--- src/rtl/dot_accum.sv ---
// Signed dot-product accumulator: sums LEN 6-bit products into a saturating
// ACC_W-bit result and hands it off on a valid/ready output with an overflow flag.
module dot_accum #(
  parameter int LEN   = 8,
  parameter int ACC_W = 10
) (
  input  logic             clk,
  input  logic             reset,
  input  logic             clear,
  input  logic             in_valid,
  output logic             in_ready,
  input  logic [5:0]       prod,
  output logic             out_valid,
  input  logic             out_ready,
  output logic [ACC_W-1:0] result,
  output logic             ovf,
  output logic [7:0]       frame_cnt
);

  localparam int CNT_W = (LEN > 1) ? $clog2(LEN) : 1;
  localparam logic [CNT_W-1:0] LAST    = CNT_W'(LEN - 1);
  localparam logic [ACC_W-1:0] ACC_MAX = {1'b0, {(ACC_W-1){1'b1}}};
  localparam logic [ACC_W-1:0] ACC_MIN = {1'b1, {(ACC_W-1){1'b0}}};

  typedef enum logic {ACCUM, HOLD} state_t;

  state_t             state_q, state_d;
  logic [ACC_W-1:0]   acc_q, acc_d;
  logic [CNT_W-1:0]   cnt_q, cnt_d;
  logic               sticky_q, sticky_d;
  logic               out_valid_q, out_valid_d;
  logic [ACC_W-1:0]   result_q, result_d;
  logic               ovf_q, ovf_d;
  logic [7:0]         frame_cnt_q, frame_cnt_d;

  logic [ACC_W:0]     sum;
  logic               ovf_now;
  logic [ACC_W-1:0]   sum_sat;
  logic               xfer;

  assign in_ready = (state_q == ACCUM) || out_ready;
  assign xfer     = in_valid && in_ready && !clear;

  // One guard bit is enough: |prod| is far below the accumulator range.
  always_comb begin
    sum     = {acc_q[ACC_W-1], acc_q} + {{(ACC_W-5){prod[5]}}, prod};
    ovf_now = sum[ACC_W] ^ sum[ACC_W-1];
    sum_sat = sum[ACC_W-1:0];
    if (ovf_now) sum_sat = sum[ACC_W] ? ACC_MIN : ACC_MAX;
  end

  // In HOLD acc/cnt are already zero, so a handoff-cycle transfer starts a new frame.
  always_comb begin
    state_d     = state_q;
    acc_d       = acc_q;
    cnt_d       = cnt_q;
    sticky_d    = sticky_q;
    out_valid_d = out_valid_q;
    result_d    = result_q;
    ovf_d       = ovf_q;
    frame_cnt_d = frame_cnt_q;
    if (clear) begin
      acc_d       = '0;
      cnt_d       = '0;
      sticky_d    = 1'b0;
      out_valid_d = 1'b0;
      state_d     = ACCUM;
    end else begin
      if (state_q == HOLD && out_ready) begin
        out_valid_d = 1'b0;
        frame_cnt_d = frame_cnt_q + 8'd1;
        state_d     = ACCUM;
      end
      if (xfer) begin
        if (cnt_q == LAST) begin
          result_d    = sum_sat;
          ovf_d       = sticky_q | ovf_now;
          out_valid_d = 1'b1;
          acc_d       = '0;
          cnt_d       = '0;
          sticky_d    = 1'b0;
          state_d     = HOLD;
        end else begin
          acc_d    = sum_sat;
          cnt_d    = cnt_q + CNT_W'(1);
          sticky_d = sticky_q | ovf_now;
        end
      end
    end
  end

  always_ff @(posedge clk) begin
    if (reset) begin
      state_q     <= ACCUM;
      acc_q       <= '0;
      cnt_q       <= '0;
      sticky_q    <= 1'b0;
      out_valid_q <= 1'b0;
      result_q    <= '0;
      ovf_q       <= 1'b0;
      frame_cnt_q <= '0;
    end else begin
      state_q     <= state_d;
      acc_q       <= acc_d;
      cnt_q       <= cnt_d;
      sticky_q    <= sticky_d;
      out_valid_q <= out_valid_d;
      result_q    <= result_d;
      ovf_q       <= ovf_d;
      frame_cnt_q <= frame_cnt_d;
    end
  end

  assign out_valid = out_valid_q;
  assign result    = result_q;
  assign ovf       = ovf_q;
  assign frame_cnt = frame_cnt_q;

endmodule
--- config.mk ---
export PLATFORM = sky130hd
export DESIGN_NAME = dot_accum
export DESIGN_NICKNAME = d
export VERILOG_FILES = /design/src/rtl/dot_accum.sv
export SDC_FILE = /design/constraint.sdc
export NUM_CORES = 1
export LEC_CHECK = 0
export ABC_AREA = 1
export BUFFER_PORTS_ARGS = -buffer_cell sky130_fd_sc_hd__buf_4
export CAP_MARGIN = 20
export CORE_UTILIZATION = 50
export CTS_CLUSTER_DIAMETER = 150
export DETAILED_ROUTE_END_ITERATION = 8
export PLACE_DENSITY = 0.82
export SLEW_MARGIN = 20
export SYNTH_ARGS = -nofsm -noshare
export SYNTH_HDL_FRONTEND = slang
export SYNTH_SLANG_ARGS = --single-unit
--- constraint.sdc ---
create_clock -name clk -period 1.76 [get_ports clk]
set_input_delay 0.264 -clock clk [delete_from_list [all_inputs] [get_ports clk]]
set_output_delay 0.264 -clock clk [all_outputs]
set_load 0.1 [all_outputs]
==> summary.txt <==
MaxCap Viol Count = 0
Post-Syn Area = 1970 um^2
DRC errors left = 0
Final Hold Fails = 0
Crit end category = flop
Req. time, crit path = 1.96 ns
RSZ-0062 raised after global routing = true
Worst hold-check path type = in2reg
Fillers = 209
Worst-path maximum fanout = 5
Final WL = 7.22 mm
Static Leak = 1.43 nW
Syn Inst Count = 282
Worst-margin pin slew = 0.881 ns
Status = finished with violations
Finished Layout Cells = 397
Main synth FF type = dfxtp_1
Placed Cells = 377
Grt total ovfl = 0
Area post-placement = 2420 um^2
Endpoints failing setup = 23
GP Congestion = 0.830
Layout cells sized above 1 = 41.8%
Sw Pwr = 0.592 mW
Most common library cell in the layout ignoring fill and taps = buf_4
CTS Buffer Depth = 2
Commonest cells after routing, fill and taps aside = buf_4, nand2_1, inv_1, dfxtp_1, nand2_2
Slowest CP cell = dfxtp_4
Clock power frac = 32.0%
Num CTS Buffers = 5
1st-pass router iterations = 6
EDFF count, synth = 0
Hold_ws = 0.166 ns
GRT Util Overall = 29.0%
Relative slew margins = 41.0%
H-tree depth = 2
Switching Fraction = 32.0%
CTS tree = done
Sequential power share = 43.8%
Setup slack after layout = -0.274 ns
Syn nets = 307
CP peak stage delay = 0.37 ns
CTS hold repair buffers = 0
# nets final = 373
Starting Density = 53.0%
Clock Sinks = 35
Global-route wire length before repair = 9.35 mm
Largest net degree at the start of global routing = 18
Syn avg cell area = 6.99 um^2
Library cells used by synthesis = 26
Die area = 4200 um^2
Power Dens Cells = 625 nW/um^2
Fin area = 2960 um^2
Internal power = 1.26 mW
Logic pwr share = 24.2%
Port Buf Inserts = 31
CP Data Arrival Time = 2.24 ns
Worst-Skew Late Latency = 0.30 ns
Total power = 1.85 mW
FF+latch count, synth = 35
Number of global-route vias before repair = 2080
Fin. max-slew vios = 0
CP Cell Sequence = ha_4, a21oi_2, nand2_2, nand2_2, nand4_1, buf_6, nand2_8, nand2_8, nand2_1, nand2_1, o21bai_1, inv_1
Post-DP HPWL = 3.57 mm
Period utilisation layout = 116%
Area grow syn2layout = 50.1%
Yosys warns = 0
Num ports = 32
Vias = 2382
Initial DRC count = 314
Worst-path clk slew = 0.09 ns
Core area = 3720 um^2
Failing checks = setup timing
Antenna viol nets, final = 0
Setup TNS = -5.10 ns
Antenna violations before repair = 0
Ys async rst share = 0%
Die Span Y = 64.8 um
Fin util = 79.6%
WS Path Type = reg2reg
Startpoint Class = flop
VDD IR max = 505 uV
Dpl ws = -0.275 ns
WL/cell = 18.2 um
Clk_skew = 0.0164 ns
Row cnt = 22
Post-synthesis sequential area ratio = 35.6%
Antenna Cells = 0
Max frequency = 0.492 GHz
CTS root buf = clkbuf_8
Vias per cell = 6.00
DIE WIDTH = 64.8 um
Min Clock Period, post-route = 2.03 ns
area by class of cell:
cell class | count | area, um^2 | share of cell area (%)
Clock inverter | 3 | 20.0 | 0.677
Inverter | 40 | 150 | 5.08
Clock buffer | 5 | 68.8 | 2.33
Tap cell | 48 | 60.1 | 2.03
Timing Repair Buffer | 63 | 477 | 16.1
Sequential cell | 35 | 722 | 24.4
Multi-Input combinational cell | 203 | 1460 | 49.4
final timing paths:
| check | start | endpoint | slack [ns] | depth (start not counted) |
|---|---|---|---|---|
| worst max register to register | acc_q[5] | result[3] | -0.27 | 12 |
| worst min register to register | frame_cnt[7] | frame_cnt[7] | 0.46 | 1 |
| worst min-delay path | reset | frame_cnt[4] | 0.17 | 2 |
| worst max-delay path | acc_q[5] | result[3] | -0.27 | 12 |
registers in the layout (all words and copies together), names as in the netlist:
name       flops
acc_q         10
result        10
frame_cnt      8
cnt_q          3
out_valid      1
ovf            1
state_q        1
sticky_q       1
logic make-up (layout without fill, tap and decap cells):
group / Yosys count / after routing / synth area share, %
and+or+nand+nor: 126 / 128 / 27.4
xor gates and xnor gates: 5 / 5 / 2.22
buffers and inverters: 46 / 111 / 8.95
adders and majority gates: 14 / 14 / 9.27
AOI/OAI and AO/OA: 56 / 56 / 16.6
DFF: 35 / 35 / 35.6
power groups by stage:
| stage | sequential (mW) | combinational (mW) | clock (mW) |
|---|---|---|---|
| 2_1_floorplan | 0.824 | 0.166 | 0 |
| 6_report | 0.810 | 0.447 | 0.592 |
| 4_1_cts | 0.811 | 0.337 | 0.583 |
| 3_3_place_gp | 0.826 | 0.257 | 0 |
| 3_5_place_dp | 0.826 | 0.260 | 0 |
| 5_1_grt | 0.811 | 0.467 | 0.631 |
synth_stat cells, drive strengths merged (2+ instances only):
cell type	n	share of area [%]
nor3	5	1.8
a21oi	26	7.2
nor2	17	3.5
nand2	82	16
nand3	17	4.3
clkbuf	4	0.83
xor2	3	1.3
dfxtp	35	36
buf	2	0.51
nand4	4	1.6
inv	40	7.6
xnor2	2	0.89
o21ai	17	4.3
o21bai	10	3.8
ha	13	8.3
worst max-delay path: cells and delay by family, from the launching register on:
family / cells / cell delay [ns]
AND/OR/NAND/NOR: 7 / 0.69
AO/OA/AOI/OAI: 2 / 0.42
flip-flops: 1 / 0.37
adder cells (fa/ha/maj): 1 / 0.25
buffers and inverters: 2 / 0.22
metal layers:
| layer | wire (um) | up-vias | GRT usage [%] |
|---|---|---|---|
| li1 | - | 1051 | - |
| met1 | 2690 | 1079 | 33.3 |
| met2 | 3380 | 185 | 48.7 |
| met3 | 619 | 67 | 6.87 |
| met4 | 536 | 0 | 16.7 |
| met5 | 0 | - | 0 |
timing repair:
item                                    CTS  global route
pin swaps                                14            19
buffers inserted                          8             2
gates resized for setup                  37            44
cloned                                    2             0
endpoints found under the setup margin   20            25
No activity file was read; power rests on OpenSTA's default activity.
